<file path="src/rtl/hamming_decoder.sv">
// Hamming(7,4) single-error-correcting decoder with a 2-stage pipeline,
// saturating corrected-word counter and sticky burst-alarm quality FSM.
module hamming_decoder #(
  parameter int unsigned CNT_W        = 8,
  parameter int unsigned ALARM_THRESH = 3
) (
  input  logic             clk,
  input  logic             reset,
  input  logic             in_valid,
  input  logic [6:0]       hamming_code,
  input  logic             clear,
  output logic [3:0]       bin_nat,
  output logic             out_valid,
  output logic [2:0]       syndrome,
  output logic             err_flag,
  output logic [CNT_W-1:0] err_count,
  output logic             alarm,
  output logic [1:0]       q_state
);

  localparam int unsigned CODE_W = 7;
  localparam int unsigned DATA_W = 4;
  localparam int unsigned SYN_W  = 3;
  localparam int unsigned RUN_W  = 4;

  typedef enum logic [1:0] {
    ST_OK       = 2'd0,
    ST_DEGRADED = 2'd1,
    ST_ALARM    = 2'd2
  } state_t;

  logic              v1;
  logic [CODE_W-1:0] cw1;
  logic [SYN_W-1:0]  syn1;
  logic [SYN_W-1:0]  syn_in;
  logic [CODE_W-1:0] cw_fix;
  logic [DATA_W-1:0] data_fix;

  state_t            state;
  state_t            state_nxt;
  logic [RUN_W-1:0]  run;
  logic [RUN_W-1:0]  run_nxt;

  // Syndrome bit k covers every position whose index has bit k set.
  assign syn_in = {^(hamming_code & 7'b1111000),
                   ^(hamming_code & 7'b1100110),
                   ^(hamming_code & 7'b1010101)};

  // Stage 1: capture codeword and syndrome.
  always_ff @(posedge clk or negedge reset) begin
    if (!reset) begin
      v1   <= 1'b0;
      cw1  <= '0;
      syn1 <= '0;
    end else begin
      v1 <= in_valid;
      if (in_valid) begin
        cw1  <= hamming_code;
        syn1 <= syn_in;
      end
    end
  end

  // A nonzero syndrome names the 1-based position to flip.
  always_comb begin
    cw_fix = cw1;
    for (int i = 0; i < int'(CODE_W); i++) begin
      cw_fix[i] = cw1[i] ^ (syn1 == SYN_W'(i + 1));
    end
  end

  // Data positions 3,5,6,7 -> {d1,d2,d3,d4}.
  assign data_fix = {cw_fix[2], cw_fix[4], cw_fix[5], cw_fix[6]};

  // Stage 2: corrected data and status; outputs hold across bubbles.
  always_ff @(posedge clk or negedge reset) begin
    if (!reset) begin
      out_valid <= 1'b0;
      bin_nat   <= '0;
      syndrome  <= '0;
      err_flag  <= 1'b0;
    end else begin
      out_valid <= v1;
      if (v1) begin
        bin_nat  <= data_fix;
        syndrome <= syn1;
        err_flag <= (syn1 != '0);
      end
    end
  end

  // Saturating count of corrected words; clear beats a coincident error.
  always_ff @(posedge clk or negedge reset) begin
    if (!reset) begin
      err_count <= '0;
    end else if (clear) begin
      err_count <= '0;
    end else if (out_valid && err_flag && (err_count != {CNT_W{1'b1}})) begin
      err_count <= err_count + CNT_W'(1);
    end
  end

  always_ff @(posedge clk or negedge reset) begin
    if (!reset) begin
      state <= ST_OK;
      run   <= '0;
      alarm <= 1'b0;
    end else begin
      state <= state_nxt;
      run   <= run_nxt;
      alarm <= (state_nxt == ST_ALARM);
    end
  end

  // Quality FSM advances only on delivered words.
  always_comb begin
    state_nxt = state;
    run_nxt   = run;
    if (clear) begin
      state_nxt = ST_OK;
      run_nxt   = '0;
    end else if (out_valid) begin
      case (state)
        ST_OK: begin
          if (err_flag) begin
            run_nxt   = RUN_W'(1);
            state_nxt = (ALARM_THRESH <= 1) ? ST_ALARM : ST_DEGRADED;
          end
        end
        ST_DEGRADED: begin
          if (err_flag) begin
            run_nxt = run + RUN_W'(1);
            if (run_nxt >= RUN_W'(ALARM_THRESH)) begin
              state_nxt = ST_ALARM;
            end
          end else begin
            state_nxt = ST_OK;
            run_nxt   = '0;
          end
        end
        ST_ALARM: begin
          state_nxt = ST_ALARM;
        end
        default: begin
          state_nxt = ST_OK;
          run_nxt   = '0;
        end
      endcase
    end
  end

  assign q_state = state;

endmodule

</file>
<file path="config.mk">
export PLATFORM = sky130hd
export DESIGN_NAME = hamming_decoder
export DESIGN_NICKNAME = d
export VERILOG_FILES = /design/src/rtl/hamming_decoder.sv
export SDC_FILE = /design/constraint.sdc
export NUM_CORES = 1
export LEC_CHECK = 0
export ABC_AREA = 1
export BUFFER_PORTS_ARGS = -buffer_cell sky130_fd_sc_hd__buf_4
export CAP_MARGIN = 20
export CORE_MARGIN = 4
export CORE_UTILIZATION = 43
export CTS_CLUSTER_DIAMETER = 40
export DETAILED_ROUTE_END_ITERATION = 8
export SYNTH_ARGS = -nofsm -noshare
export SYNTH_HDL_FRONTEND = slang
export SYNTH_SLANG_ARGS = --single-unit
</file>
<file path="constraint.sdc">
create_clock -name clk -period 1.8 [get_ports clk]
set_input_delay 0.09 -clock clk [delete_from_list [all_inputs] [get_ports clk]]
set_output_delay 0.09 -clock clk [all_outputs]
set_load 0.02 [all_outputs]
</file>
* Word level (Yosys, flattened, before mapping)
Cells that the tools add are included.
Operators by class: reduce and logical (&&, ||, !) cells 10, eq/ne operators 10, order comparisons 1, mux-type cells 13, $add $sub $neg 2, bitwise operators 4
Operator list (number):
- $reduce_xor A7 Y1 | 3
- $mux W4 | 4
- $mux W8 | 2
- $pmux W4 S3 | 1
- $mux W2 | 5
- $eq A3 B3 Y1 const B | 3
- $add A8 B1 Y8 const B | 1
- $ne A8 B8 Y1 const B | 1
- $pmux W2 S3 | 1
- $add A4 B1 Y4 const B | 1
- $eq A2 B2 Y1 const B | 2
- $ge A4 B2 Y1 const B | 1
- $reduce_bool A2 Y1 | 2
- $xor A1 B1 Y1 | 4
- $eq A3 B2 Y1 const B | 1
- $ne A3 B3 Y1 const B | 1
- $reduce_and A3 Y1 | 1
- $reduce_bool A3 Y1 | 1
- $eq A2 B1 Y1 const B | 1
- $logic_and A1 B1 Y1 | 2
- $logic_not A2 Y1 | 1
- $ne A2 B2 Y1 const B | 1
Word-level totals: output and inout port bits 20, flip-flop bits (word level) 35

* Depth between registers and ports, before layout
Gate-level depths: netlist of the first run.
word-level depth 8, depth in mapped cells 10, depth with buffers taken out 10

* Worst setup path after synthesis of the first run
Ideal clock, no wire load.
kind flip-flop to flip-flop, start reg err_count[0], end reg err_count[3], arrival 1.361 ns, stages on the path, launching flop included 9, buffers on the path 1, library setup time 0.118 ns, setup slack 0.321 ns, data required time 1.682 ns, clock period less this slack 1.479 ns, path through dfrtp_1 ha_1 nand2_1 nor2_1 a21oi_2 buf_6 nand3_1 nand2_1 a21oi_2
On the way: word-level cells in the longest chain between the ends 3, elaborated cells on any way between the ends 6
Ends and longest elaborated chain:
- from (decl) | RTL line 16 | output logic [CNT_W-1:0] err_count,
- from (signal assigned) | RTL line 99 | err_count <= err_count + CNT_W'(1);
- $add A8 B1 Y8 or $ne A8 B8 Y1 (tied branches) | RTL line 99, 98
- $mux W8 or $logic_and A1 B1 Y1 (tied branches) | RTL line 98 | end else if (out_valid && err_flag && (err_count != {CNT_W{1'b1}})) begin
- $mux W8 or $reduce_bool A2 Y1 (tied branches)
Parallel ways exist; a longest one is shown, timed or not. The select of a mux whose other input is x is not followed. A chain may end at the register's enable or synchronous reset.

* Final worst setup path of the first run
start reg err_count[0], end reg err_count[7]
Same word-level chain as after synthesis.

==> metrics.yaml, run 1 <==
dr_total_vias: 1305
synth_edf_count: 0
final_nets: 240
syn_inst: 185
htree_levels: 2
hold_viol: 0
grt_overflow: 0
rsz0062_at_grt: "no"
crit_path_end_kind: "register"
max_stage_delay_ns: 0.46
clk_pin_slew_ns: 0.09
setup_tns_ns: 0
max_slew.worst_pin.slew_ns: 0.411
cts_tree: "done"
pin_count: 31
slowest_stage: "dfrtp_1"
path_max_fanout: 12
avgViaCountPerCell: 4.80
fin_crit_sh_pct: 87.8
maxCapViolations: 0
synth-async-reset-ratio_pct: 100
cp.required_ns: 2.05
rows: 21
crit_path_start_kind: "register"
dp_hpwl_um: 2290
stdcell_count: 272
drc: 0
worstPathArrival_ns: 1.83
start_util_pct: 45.7
drive_above_1_share_pct: 17.7
power_density_nw_per_um2: 813
yosys.area.top_type: "dfrtp_1"
ys_ff_latch: 32
grt_max_degree: 33
path_delay_family: "simple AND/OR/NAND/NOR gates"
antenna_found_initial: 0
grt_pass1_wl_um: 5460
post_drt_wl_per_cell_um: 11.6
netlist_area_um2: 1560
status: "complete, no violations"
synth_area_per_cell_um2: 8.44
achievable-frequency_mhz: 633
maxSlewViolCount: 0
clock_skew_ns: 0.00330
io_buffers: 30
clockRootBuffer: "clkbuf_4"
dp.cells: 259
core_area_um2: 3420
min_period_ns: 1.58
initialDrtViolationCount: 58
die_area_um2: 4660
insertion_delay_ns: 0.32
num_antenna_cells: 0
synthDistinctLibCells: 20
area_growth_pct: 24.2
worst_hold_path_type: "in -> reg"
ys.flop_type: "dfrtp_1"
ir_drop_mv: 0.499
grt_use_total_pct: 15.9
leakage_uw: 0.000982
cts.sinks: 32
synth_fp_nets: 199
clockBufferDepth: 2
yosys.area.top_type_share_pct: 51.3
gp_congestion: 0.895
finalSetupViolations: 0
setup.worst_path.class: "reg -> reg"
cts_setup_buffers: 0
die_w_um: 68.3
path_buf_inv: 0
ant_nets: 0
grt_pass1_vias: 1266
yosysWarnings: 0
wl_um: 3140
synth_area_leaders: "dfrtp_1, nand2_1, inv_1, xnor2_1, nand3_1"
cts_made_buffers: 5
synth.most_common_cell: "nand2_1"
critical_path.cell_chain: "ha_1 -> nand2_1 -> nor2_1 -> a21oi_4 -> nand3_1 -> nand2_1 -> nand2_1 -> nor2_1"
path_common_cell: "nand2_1"
relSlewSlack_pct: 72.6
ys_seq_area_share_pct: 51.3
first_pass_iters: 4
synthTopCellsByCount: "nand2_1, dfrtp_1, inv_1"
die-height_um: 68.3
rrSetupSlack_ns: 0.22
[tightest hold or removal path, cell delays in order]
cell and delay, ns:
buf_4 0.09, nor2_1 0.06, nand2_1 0.06, nand2_1 0.04
[power by group]
part	leakage, uW	internal (uW)	switching [uW]
combinational	0.000544	149	202
sequential	0.000411	788	67.1
clock	0.0000281	144	227
total	0.000982	1080	496
[metal layers]
| metal | vias to the layer above | share of wire (%) | GRT usage (%) |
|---|---|---|---|
| li1 | 673 | - | - |
| met1 | 594 | 48 | 19.8 |
| met2 | 34 | 46 | 24.9 |
| met3 | 4 | 5.6 | 5.58 |
| met4 | 0 | 0.99 | 6.70 |
| met5 | - | 0 | 0 |
[state kept, by name (all words and copies together), names as in the netlist]
register	cells
cw1	4
v1	1
err_flag	1
bin_nat	4
alarm	1
syndrome	3
run	4
q_state	2
out_valid	1
syn1	3
err_count	8
[kinds of logic (layout without fill, tap and decap cells)]
kind of cell,Yosys count,in the layout,share of synthesized area [%]
xor gates and xnor gates,13,13,7.29
AOI/OAI and AO/OA,23,23,8.33
buffers and inverters,27,68,7.45
and+or+nand+nor,87,87,23.2
DFF,32,32,51.3
adders and majority gates,3,3,2.40
[final cells by class]
class | instances | area [um^2]
Fill cell | 312 | 1480
Sequential cell | 32 | 801
Multi-Input combinational cell | 126 | 652
Timing Repair Buffer | 37 | 293
Inverter | 24 | 90.1
Tap cell | 46 | 57.6
Clock buffer | 6 | 41.3
Clock inverter | 1 | 5.00
[through the flow]
stage	util [%]	cell area, um^2	setup WS [ns]	hold WS, ns	total power (uW)
2_1_floorplan	-	1560	0.321	-0.206	1070
3_3_place_gp	53.4	1830	0.217	0.0464	1200
3_5_place_dp	53.4	1830	0.133	0.0547	1210
4_1_cts	56.6	1930	0.116	0.0423	1600
5_1_grt	56.8	1940	0.0927	0.0537	1670
6_report	56.8	1940	0.220	0.0569	1580
[placed cells by master (no fill, tap or decap)]
cell / n
o22ai_1: 3
nand3_1: 14
nor2_2: 1
xor2_1: 4
clkbuf_4: 5
nand2_1: 53
xnor2_1: 9
dlygate4sd3_1: 6
dfrtp_1: 32
ha_1: 3
buf_4: 31
nor2_1: 12
clkbuf_1: 1
clkinv_2: 1
a21oi_4: 1
nand4_1: 4
nand3b_1: 1
clkinv_1: 1
a21oi_2: 1
a32oi_1: 1
nor3_1: 2
o21ai_0: 13
inv_1: 23
a21oi_1: 4
[final timing paths]
| path | end | cells past startpoint | startpoint |
|---|---|---|---|
| min reg2reg | out_valid | 0 | v1 |
| max reg2reg | err_count[7] | 8 | err_count[0] |
| min in group asynchronous | alarm | 2 | reset |
| max in group asynchronous | err_count[2] | 2 | reset |
| min | err_count[1] | 4 | clear |
| max | err_count[7] | 8 | err_count[0] |
[what timing repair did]
action	CTS	global route
hold buffers	6	0
gates resized for setup	0	1
hold endpoints to repair	37	0
endpoints found under the setup margin	0	2
Power figures use the tool's default switching activity.
==> run 2, diff against run 1 <==
- CELL_PAD_IN_SITES_DETAIL_PLACEMENT: default -> 0
- CELL_PAD_IN_SITES_GLOBAL_PLACEMENT: default -> 1
- CORE_UTILIZATION: 43 -> 40
- PLACE_DENSITY_LB_ADDON: default -> 0.1
==> run 2 against run 1 <==
Die area grew 6.6%. Power rose by 8.5%. Critical endpoint is now err_count[5]. Cell count down 0.37%. Critical path type unchanged. Core utilization is 4.8 points lower. Cell area decreased by 0.32%. Via count about the same.
==> metrics.yaml, run 2 (same netlist as run 1, synthesis figures left out) <==
p_switching_uw: 513  # +3.4%
hold_viol: 0  # unchanged
leakage_uw: 0.000982  # about the same
setup_tns_ns: 0  # unchanged
clock_skew_ns: 0.00765  # +0.00435 ns
final_common_cell: "nand2_1"
antenna_found_initial: 0  # unchanged
dp_slack_ns: 0.156  # +0.0234 ns
max_slew.worst_pin.slew_ns: 0.467  # +0.0556 ns
fill_cells: 340  # +9.0%
power_density_nw_per_um2: 885  # +8.8%
rows: 22  # +4.8%
start_util_pct: 42.0  # -3.7 points
swShare_pct: 30.0  # -1.5 points
path_max_fanout: 12  # unchanged
die_w_um: 70.5  # +3.3%
relSlewSlack_pct: 68.9  # -3.7 points
maxSlewViolCount: 0  # unchanged
grt_overflow: 0  # unchanged
first_pass_iters: 5  # +1
initialDrtViolationCount: 101  # +74%
ant_nets: 0  # unchanged
sequentialPowerShare_pct: 49.8  # -4.4 points
stdcell_count: 271  # -0.37%
avgViaCountPerCell: 4.82  # +0.45%
cts_tree: "done"
final_nets: 237  # -1.3%
crit_path_start_kind: "register"
drc: 0  # unchanged
wl_um: 3210  # +2.3%
cts.sinks: 32  # unchanged
fin_hold_ws_ns: 0.0303  # -0.0266 ns
regMostFlops: "err_count"
num_antenna_cells: 0  # unchanged
p_int_uw: 1200  # +11%
worstPathArrival_ns: 1.79  # -0.04 ns
grt_pass1_wl_um: 5560  # +1.8%
dr_total_vias: 1306  # +0.077%
setup_slack_ns: 0.154  # -0.0658 ns
fin_crit_sh_pct: 91.4  # +3.7 points
htree_levels: 2  # unchanged
min_period_ns: 1.65  # +0.0658 ns
clock_power_share_pct: 29.6  # +6.1 points
die-height_um: 70.5  # +3.3%
dp.cells: 262  # +1.2%
worst_hold_path_type: "in -> reg"
achievable-frequency_mhz: 608  # -4.0%
setup.worst_path.class: "reg -> reg"
grt_use_total_pct: 13.9  # -2.0 points
grt_pass1_vias: 1229  # -2.9%
status: "complete, no violations"
pin_count: 31  # unchanged
maxCapViolations: 0  # unchanged
largest_register_ffs: 8  # unchanged
cts_made_buffers: 5  # unchanged
dp_hpwl_um: 2390  # +4.4%
insertion_delay_ns: 0.28  # -0.04 ns
ir_drop_mv: 0.418  # -16%
post_drt_wl_per_cell_um: 11.9  # +2.7%
clk_pin_slew_ns: 0.06  # -0.03 ns
grt_max_degree: 33  # unchanged
core_area_um2: 3720  # +8.8%
layout_common_cells: "nand2_1, dfrtp_1, buf_4"
clockRootBuffer: "clkbuf_8"
drive_above_1_share_pct: 18.4  # +0.69 points
fin_util_pct: 52.0  # -4.8 points
crit_path_end_kind: "register"
clockBufferDepth: 2  # unchanged
cp.required_ns: 1.94  # -0.11 ns
area_growth_pct: 23.8
gp_congestion: 0.795  # -11%
combPwrFrac_pct: 20.6  # -1.7 points
die_area_um2: 4970  # +6.6%
rsz0062_at_grt: "no"
cts_setup_buffers: 0  # unchanged
finalSetupViolations: 0  # unchanged
io_buffers: 30  # unchanged
run 2: path summary, 6_finish.rpt:
check                                startpoint           end  slack (ns)  cells past startpoint
worst max-delay path               err_count[1]  err_count[5]        0.15                      7
worst min-delay path            hamming_code[5]        cw1[5]        0.03                      3
worst max register to register     err_count[1]  err_count[5]        0.15                      7
worst min register to register               v1     out_valid        0.43                      0
max in group asynchronous                 reset  err_count[2]        1.22                      2
min in group asynchronous                 reset    q_state[0]        0.29                      2
run 2: per-stage QoR:
step | area [um^2] | power (uW)
floorplan | 1560 | 1070
global placement | 1840 | 1210
detailed placement | 1840 | 1220
CTS | 1930 | 1730
global route | 1930 | 1810
finish | 1930 | 1710
run 2: repair_timing:
| action | 4_1_cts | 5_1_grt |
|---|---|---|
| hold endpoints to repair | 33 | 0 |
| hold buffers | 2 | 0 |
| gates resized for setup | 0 | 0 |
run 2: final cells by class:
cell class | instances | area (um^2) | area share (%)
clock buffer | 6 | 72.6 | 3.75
clock inverter | 1 | 5.00 | 0.259
inverter | 24 | 90.1 | 4.66
multi-input combinational | 126 | 644 | 33.3
sequential | 32 | 801 | 41.4
tap | 48 | 60.1 | 3.11
timing repair buffer | 34 | 260 | 13.5
run 2: worst max-delay path: stages (launching register included):
cell	delay, ns
dfrtp_1	0.41
ha_1	0.23
nand2_1	0.10
nor2_1	0.06
a21oi_2	0.39
nor2_1	0.18
nand2_1	0.09
o21ai_0	0.07
run 2: power by group through the flow:
stage	Sequential, uW	Combinational (uW)	Clock, uW
2_1_floorplan	908	157	0
3_3_place_gp	862	349	0
3_5_place_dp	865	354	0
4_1_cts	852	358	524
5_1_grt	865	393	557
6_report	853	352	506
run 2: metal layers:
layer  track usage [%]  share of wire (%)  vias up
met1              18.3                 48      599
met5                 0                  0        -
met3              3.60                5.4        7
met4              5.74                1.4        0
met2              21.4                 45       37
li1                  -                  -      663
